**config.mk**
```make
export PLATFORM = sky130hd
export DESIGN_NAME = vend_credit_ctrl_flat
export DESIGN_NICKNAME = d
export VERILOG_FILES = /design/src/rtl/vend_credit_if.sv /design/src/rtl/vend_credit_ctrl.sv /design/src/flat_wrapper.sv
export SDC_FILE = /design/constraint.sdc
export NUM_CORES = 1
export LEC_CHECK = 0
export ABC_AREA = 1
export CORE_MARGIN = 2
export CORE_UTILIZATION = 51
export CTS_CLUSTER_SIZE = 40
export DETAILED_ROUTE_END_ITERATION = 8
export PLACE_DENSITY = 0.87
export SYNTH_ARGS = -nofsm -noshare
export SYNTH_HDL_FRONTEND = slang
export SYNTH_SLANG_ARGS = --single-unit
```
**constraint.sdc**
```tcl
create_clock -name clk -period 4.66 [get_ports clk]
set_input_delay 0.932 -clock clk [delete_from_list [all_inputs] [get_ports clk]]
set_output_delay 0.932 -clock clk [all_outputs]
set_load 0.005 [all_outputs]
```
**src/rtl/vend_credit_if.sv**
```systemverilog
// Bus bundle between the credit controller and its three neighbours:
// coin acceptor, item selector and change dispenser.
interface vend_credit_if;
  // Coin acceptor
  logic       coin_valid;
  logic [4:0] coin_val;
  logic       coin_ready;
  logic       coin_reject;
  // Item selector
  logic       vend_req;
  logic [4:0] price;
  logic       vend_ack;
  logic       dispense;
  logic       vend_deny;
  logic       cancel;
  // Change dispenser
  logic       chg_valid;
  logic [1:0] chg_coin;
  logic       chg_ready;
  // Status
  logic [4:0] credit;
  logic       busy;

  // Environment side: drives requests, observes controller results
  modport master (
    output coin_valid, coin_val, vend_req, price, cancel, chg_ready,
    input  coin_ready, coin_reject, vend_ack, dispense, vend_deny,
           chg_valid, chg_coin, credit, busy
  );

  // Controller side
  modport slave (
    input  coin_valid, coin_val, vend_req, price, cancel, chg_ready,
    output coin_ready, coin_reject, vend_ack, dispense, vend_deny,
           chg_valid, chg_coin, credit, busy
  );
endinterface

```
**src/rtl/vend_credit_ctrl.sv**
```systemverilog
// Vending machine credit controller. Owns the customer credit and
// time-shares one 5-bit add/sub datapath between coin insertion,
// purchase deduction and greedy change payout (10 / 5 / 1 units).
module vend_credit_ctrl (
  input  logic           clk,
  input  logic           rst_n,
  vend_credit_if.slave   bus
);

  typedef enum logic [1:0] {IDLE, ADD, SUB, CHANGE} state_t;

  state_t     state;
  logic [4:0] credit_q;
  logic [4:0] operand_q;     // latched coin value or price
  logic       coin_reject_q;
  logic       vend_ack_q;
  logic       vend_deny_q;

  logic [1:0] denom_code;
  logic [4:0] denom;
  logic       dp_sub;
  logic [4:0] dp_b;
  logic [4:0] dp_res;
  logic       dp_carry;

  // Greedy change denomination, chosen by comparison against the current credit
  // NOTE: every always_comb output gets a default first so no path leaves it unassigned (no latch).
  always_comb begin
    denom_code = 2'b00;
    denom      = 5'd1;
    if (credit_q >= 5'd10) begin
      denom_code = 2'b10;
      denom      = 5'd10;
    end else if (credit_q >= 5'd5) begin
      denom_code = 2'b01;
      denom      = 5'd5;
    end
  end

  // Shared datapath: credit + b when adding, credit + ~b + 1 when subtracting.
  // Carry out means overflow for ADD and "no borrow" for SUB/CHANGE.
  always_comb begin
    dp_sub = (state != ADD);
    dp_b   = (state == CHANGE) ? denom : operand_q;
    {dp_carry, dp_res} = {1'b0, credit_q}
                       + {1'b0, (dp_sub ? ~dp_b : dp_b)}
                       + {5'd0, dp_sub};
  end

  // Control FSM with registered result pulses; a reset aborts any payout in progress
  // NOTE: sequential state uses non-blocking assignments so every register samples pre-edge values.
  always_ff @(posedge clk or negedge rst_n) begin
    if (!rst_n) begin
      state         <= IDLE;
      credit_q      <= 5'd0;
      operand_q     <= 5'd0;
      coin_reject_q <= 1'b0;
      vend_ack_q    <= 1'b0;
      vend_deny_q   <= 1'b0;
    end else begin
      coin_reject_q <= 1'b0;
      vend_ack_q    <= 1'b0;
      vend_deny_q   <= 1'b0;
      case (state)
        IDLE: begin
          // Fixed priority: coin > cancel > vend
          if (bus.coin_valid) begin
            operand_q <= bus.coin_val;
            state     <= ADD;
          end else if (bus.cancel) begin
            if (credit_q != 5'd0) state <= CHANGE;
          end else if (bus.vend_req) begin
            operand_q <= bus.price;
            state     <= SUB;
          end
        end
        ADD: begin
          if (dp_carry) coin_reject_q <= 1'b1;
          else          credit_q      <= dp_res;
          state <= IDLE;
        end
        SUB: begin
          if (dp_carry) begin
            credit_q   <= dp_res;
            vend_ack_q <= 1'b1;
            if (dp_res != 5'd0) state <= CHANGE;
            else                state <= IDLE;
          end else begin
            vend_deny_q <= 1'b1;
            state       <= IDLE;
          end
        end
        CHANGE: begin
          if (bus.chg_ready) begin
            credit_q <= dp_res;
            if (dp_res == 5'd0) state <= IDLE;
          end
        end
        default: state <= IDLE;
      endcase
    end
  end

  // Outputs come from registers or state decode only
  assign bus.coin_ready  = (state == IDLE);
  assign bus.busy        = (state != IDLE);
  assign bus.chg_valid   = (state == CHANGE);
  assign bus.chg_coin    = (state == CHANGE) ? denom_code : 2'b00;
  assign bus.credit      = credit_q;
  assign bus.coin_reject = coin_reject_q;
  assign bus.vend_ack    = vend_ack_q;
  assign bus.dispense    = vend_ack_q;
  assign bus.vend_deny   = vend_deny_q;

endmodule

```
**src/flat_wrapper.sv**
```systemverilog
// flat-port wrapper written by rule: the top's interface ports become plain ports
module vend_credit_ctrl_flat 
  (clk, rst_n, bus_coin_valid, bus_coin_val, bus_vend_req, bus_price, bus_cancel, bus_chg_ready, bus_coin_ready, bus_coin_reject, bus_vend_ack, bus_dispense, bus_vend_deny, bus_chg_valid, bus_chg_coin, bus_credit, bus_busy);
  vend_credit_if bus_i ();
  input  logic clk;
  input  logic rst_n;
  input wire logic [$bits(bus_i.coin_valid)-1:0] bus_coin_valid;
  input wire logic [$bits(bus_i.coin_val)-1:0] bus_coin_val;
  input wire logic [$bits(bus_i.vend_req)-1:0] bus_vend_req;
  input wire logic [$bits(bus_i.price)-1:0] bus_price;
  input wire logic [$bits(bus_i.cancel)-1:0] bus_cancel;
  input wire logic [$bits(bus_i.chg_ready)-1:0] bus_chg_ready;
  output wire logic [$bits(bus_i.coin_ready)-1:0] bus_coin_ready;
  output wire logic [$bits(bus_i.coin_reject)-1:0] bus_coin_reject;
  output wire logic [$bits(bus_i.vend_ack)-1:0] bus_vend_ack;
  output wire logic [$bits(bus_i.dispense)-1:0] bus_dispense;
  output wire logic [$bits(bus_i.vend_deny)-1:0] bus_vend_deny;
  output wire logic [$bits(bus_i.chg_valid)-1:0] bus_chg_valid;
  output wire logic [$bits(bus_i.chg_coin)-1:0] bus_chg_coin;
  output wire logic [$bits(bus_i.credit)-1:0] bus_credit;
  output wire logic [$bits(bus_i.busy)-1:0] bus_busy;
  assign bus_i.coin_valid = bus_coin_valid;
  assign bus_i.coin_val = bus_coin_val;
  assign bus_i.vend_req = bus_vend_req;
  assign bus_i.price = bus_price;
  assign bus_i.cancel = bus_cancel;
  assign bus_i.chg_ready = bus_chg_ready;
  assign bus_coin_ready = bus_i.coin_ready;
  assign bus_coin_reject = bus_i.coin_reject;
  assign bus_vend_ack = bus_i.vend_ack;
  assign bus_dispense = bus_i.dispense;
  assign bus_vend_deny = bus_i.vend_deny;
  assign bus_chg_valid = bus_i.chg_valid;
  assign bus_chg_coin = bus_i.chg_coin;
  assign bus_credit = bus_i.credit;
  assign bus_busy = bus_i.busy;
  vend_credit_ctrl u_core (.clk(clk), .rst_n(rst_n), .bus(bus_i));
endmodule
```
## Yosys cells after proc, flatten, opt, wreduce, memory -nomap -nowiden

Cells that the tools add are included.

- Flip-flop bits (word level): 15
- Latch bits: 0
- RAM bits: 0
- Memory bits (read-only): 0
- Output and inout port bits: 14
- Memories: 0

- Add/subtract/negate cells: 2
- Multipliers: 0
- Divide/modulo/power cells: 0
- Order comparisons: 2
- Eq/ne operators: 11
- Shift-type cells: 0
- Multiplexer cells: 28
- Bitwise gates (word level): 1
- Reductions and logical operators: 10

Operators with widths:

| operator | count |
|---|---|
| $mux W5 | 9 |
| $mux W2 | 10 |
| $pmux W5 S3 | 1 |
| $reduce_bool A5 Y1 | 2 |
| $pmux W2 S4 | 1 |
| $reduce_and A4 Y1 | 2 |
| $add A5 B5 Y6 | 1 |
| $add A6 B1 Y6 | 1 |
| $mux W1 | 6 |
| $ne A2 B1 Y1 const B | 3 |
| $ne A2 B2 Y1 const B | 3 |
| $ge A5 B3 Y1 const B | 1 |
| $ge A5 B4 Y1 const B | 1 |
| $logic_not A5 Y1 | 1 |
| $not A5 Y5 | 1 |
| $eq A2 B2 Y1 const B | 2 |
| $ne A4 B3 Y1 const B | 1 |
| $ne A4 B4 Y1 const B | 1 |
| $reduce_bool A2 Y1 | 2 |
| $mux W3 | 1 |
| $reduce_and A3 Y1 | 1 |
| $reduce_bool A3 Y1 | 1 |
| $eq A2 B1 Y1 const B | 1 |
| $logic_not A2 Y1 | 1 |

## Depth between registers and ports, before layout

- Depth after elaboration: 12
- Depth in mapped cells: 17

## Worst setup path before layout

Ideal clock, no wire load.

- Path kind: reg2reg
- From: register u_core.credit_q[1] (netlist: u_core.bus.credit[1])
- To: register u_core.credit_q[1] (netlist: u_core.bus.credit[1])
- Setup time: 0.121 ns
- Arrival: 2.125 ns
- Path slack: 2.414 ns
- Stages on the path, launching flop included: 16
- Path buffers: 0
- Cells stage by stage: dfrtp_1 -> nor2_1 -> nand2_1 -> nand2_1 -> nand2_1 -> o22ai_1 -> xnor2_1 -> ha_1 -> nand2_1 -> nand2_1 -> a221oi_1 -> nand2_1 -> nand2_1 -> nand3_4 -> nand2_1 -> o21ai_1

- Longest elaborated chain between the ends: 10
- Elaborated cells between the ends (all ways): 16
- Classes of those cells: add/sub (2); order compare (2); eq/ne (2); mux (8); bitwise (1); reduce/logical (1)

Ends and longest elaborated chain:

| what | line | source |
|---|---|---|
| start, declared | vend_credit_ctrl.sv:13 | `logic [4:0] credit_q;` |
| start signal, assigned | vend_credit_ctrl.sv:79 | `else credit_q <= dp_res;` |
| start signal, assigned | vend_credit_ctrl.sv:84 | `credit_q <= dp_res;` |
| start signal, assigned | vend_credit_ctrl.sv:95 | `credit_q <= dp_res;` |
| $ge A5 B3 Y1 | vend_credit_ctrl.sv:34 | `end else if (credit_q >= 5'd5) begin` |
| $mux W3 | vend_credit_ctrl.sv:34 |  |
| $mux W5 | vend_credit_ctrl.sv:31 | `if (credit_q >= 5'd10) begin` |
| $mux W5 | vend_credit_ctrl.sv:44 | `dp_b = (state == CHANGE) ? denom : operand_q;` |
| $not A5 Y5 | vend_credit_ctrl.sv:46 | `+ {1'b0, (dp_sub ? ~dp_b : dp_b)}` |
| $mux W5 | vend_credit_ctrl.sv:46 |  |
| $add A5 B5 Y6 * | vend_credit_ctrl.sv:46 |  |
| $add A6 B1 Y6 * | vend_credit_ctrl.sv:47 | `+ {5'd0, dp_sub};` |
| $ne A2 B1 Y1 (no line) / $ne A2 B2 Y1 (equally long branches) | n/a |  |
| $reduce_and A4 Y1 (no line) | n/a |  |

Mark *: on every way between the ends. The rest lies on a longest branch, timed or not. The select of a mux whose other input is x is not followed.
A chain may end at the register's enable or synchronous reset.

## Final worst setup path

- From: register u_core.credit_q[1] (netlist: u_core.bus.credit[1])
- To: output port bus_chg_coin[0]

- Longest elaborated chain between the ends: 4
- Elaborated cells between the ends (all ways): 5
- Classes of those cells: order compare (2); mux (3)

Ends and longest elaborated chain:

| what | line | source |
|---|---|---|
| $ge A5 B3 Y1 | vend_credit_ctrl.sv:34 |  |
| $mux W1 | vend_credit_ctrl.sv:34 |  |
| $mux W2 * | vend_credit_ctrl.sv:31 |  |
| $mux W2 * | vend_credit_ctrl.sv:108 | `assign bus.chg_coin = (state == CHANGE) ? denom_code : 2'b00;` |
| end, declared | flat_wrapper.sv:19 | `output wire logic [$bits(bus_i.chg_coin)-1:0] bus_chg_coin;` |

Mark *: on every way between the ends. The rest lies on a longest branch, timed or not.

==> flow_summary.yaml <==
timing:
  fmax_ghz: 0.371
  maxSlewHeadroom: 0.566
  finClkSkew_ps: 1.26
  hold_slack_ps: 516
  setup_viol: 0
  fin_crit_sh: 0.578
  finalWorstSetupSlack_ps: 1970
  finalCriticalPeriod_ps: 2690
  rsz0062_at_grt: "false"
  hold_viol_final: 0
  report.final.slew_viol_count: 0
  tightest_slew_ps: 649
  setup_tns_ps: 0
pwr:
  p_leak_nw: 0.731
  fin_total_pwr_mw: 1.27
  peakVddDrop_mv: 0.440
  powerDensity_nw_per_um2: 868
finish:
  nFillCells: 164
  instances_no_fill: 212
  drive_above_1_share: 0.0973
  finalInstanceArea_um2: 1460
  final_nets: 207
  final_util: 0.722
  diodes: 0
  syn_to_final_growth_pct: 30.1
setup_path:
  critPathKind: "flip-flop to output port"
  path_depth: 6
  cp-end-kind: "output port"
  r2r_cells: 15
  arrival_ps: 1760
  cp.required_ps: 3730
  crit_slowest_cell: "clkdlybuf4s50_1"
  crit_chain: "nor2_1, nand2_1, nand2_1, nand2_1, nor2_1, clkdlybuf4s50_1"
  r2r_slack_ps: 2110
  crit_buf_inv: 1
  crit_family: "buffers and inverters"
  worst_path_most_repeated_cell: "nand2_1"
  crit_path_start_kind: "flip-flop"
  slowest_delay_ps: 510
  path_max_fanout: 6
drt:
  drt_iter0_markers: 27
  post_drt_wl_per_cell_um: 12.4
  drt_first_pass_iters: 4
  via_per_inst: 5.32
  wl_um: 2630
  routed-via-count: 1127
  drcViolationCount: 0
  ant_nets: 0
floorplan:
  die_w_um: 50.9
  core-area_um2: 2020
  rows: 16
  initial_utilization: 0.555
  die_h_um: 50.9
  die-area_um2: 2590
  ioPinCount: 30
placement:
  place_inst: 208
  gp_congestion: 0.912
  port_buffers: 29
  postPlaceCellArea_um2: 1430
  pre_cts_slack_ps: 2070
  hpwl_um: 2170
job:
  drv_cap: 0
worst_hold_path:
  min_path_cells: 1
  hold_path.class: "flip-flop to flip-flop"
synthesis:
  syn_area_um2: 1120
  yosysTopAreaCell: "dfrtp_1"
  ys_ff_latch: 15
  synth_most_common_cell: "nand2_1"
  async_reset_ff_frac: 1.00
  synth_top_area_share: 0.334
  yosys_warnings: 0
  syn_inst: 154
  ys_top_cells_by_area: "dfrtp_1 33%, nand2_1 13%, inv_1 9.0%"
  yosysSeqAreaShare: 0.334
  synth_ff_type: "dfrtp_1"
  avgSynthCellArea_um2: 7.29
  synth_edf_count: 0
  synth_cell_types: 30
  netlist_top_cells_count: "40 x nand2_1, 27 x inv_1, 15 x dfrtp_1, 11 x nor2_1, 8 x o21ai_0"
  syn-num-nets: 175
cts:
  ctsRootBufferMaster: "clkbuf_4"
  cts_tree: "yes"
  cts_buffer_depth: 2
  clk_pin_slew_ps: 90
  cts_made_buffers: 3
  htreeDepth: 1
  clk-insertion-delay-late_ps: 280
  post_cts_buffers: 0
  post_cts_resized: 0
  clock_sinks: 15
  holdBufCountCts: 0
global_route:
  grt_use_total: 0.225
  grt_max_degree: 16
  antenna_found_initial: 0
  grt_pass1_vias: 1087
  grt_pass1_wl_um: 4410
  overflow: 0
outcome:
  outcome: "finished, final reports clean"
## cell families (layout without fill, tap and decap cells)
kind of cell             after synthesis  after routing  synth area share
flip-flops                            15             15             0.334
buffers and inverters                 31             62             0.113
AO/OA/AOI/OAI                         27             27             0.145
adder cells (fa/ha/maj)                5              5            0.0624
AND/OR/NAND/NOR                       74             74             0.330
XOR/XNOR                               2              2            0.0156
## per-layer routing
layer	routed length, µm	track usage	vias up
li1	-	-	552
met1	979	0.230	514
met2	1440	0.450	54
met5	0	0	-
met3	158	0.0322	7
met4	46	0.0856	0
## cell usage in the layout (no fill, tap or decap)
master	count
and2_1	2
nand3_4	3
nor3_1	1
clkbuf_4	3
a221oi_1	1
ha_1	4
xnor2_1	1
nor2_4	2
nand2_1	40
o21a_1	2
inv_1	27
clkdlybuf4s50_1	29
o21ai_1	5
o211ai_1	4
nand3_1	6
clkinv_4	1
nor2_2	1
dfrtp_1	15
a21oi_1	4
o41ai_1	1
nand2_2	3
inv_2	1
or2_2	3
nor2_1	11
clkbuf_1	1
a21oi_2	1
fa_1	1
nand4_1	2
o21ai_0	8
o22ai_1	1
xor2_1	1
## flip-flops by register name, indices dropped and copies added (netlist names)
register                count
u_core.state                2
u_core.operand_q            5
u_core.bus.vend_deny        1
u_core.bus.credit           5
u_core.bus.coin_reject      1
u_core.bus.dispense         1
## area by class of cell
type / count / area [µm²] / share of cell area
clock buffers: 4 / 26.3 / 0.0180
inverters: 29 / 114 / 0.0780
multi-input cells: 108 / 621 / 0.425
flip-flops and latches: 15 / 375 / 0.257
well taps: 27 / 33.8 / 0.0231
repair buffers: 29 / 290 / 0.199
## power by group
part / total, mW / switching [mW] / internal, mW
Combinational: 0.938 / 0.550 / 0.388
Clock: 0.0764 / 0.0432 / 0.0332
Sequential: 0.254 / 0.0578 / 0.196
Total: 1.27 / 0.651 / 0.617
## worst paths after layout
| path | from | endpoint |
|---|---|---|
| setup / recovery | u_core.bus.credit[1] | bus_chg_coin[0] |
| hold / removal | u_core.operand_q[4] | u_core.operand_q[4] |
| setup reg to reg | u_core.state[0] | u_core.state[1] |
| hold reg to reg | u_core.operand_q[4] | u_core.operand_q[4] |
| max in group asynchronous | rst_n | u_core.operand_q[3] |
| min in group asynchronous | rst_n | u_core.bus.credit[0] |
No activity file was read; power rests on OpenSTA's default activity.
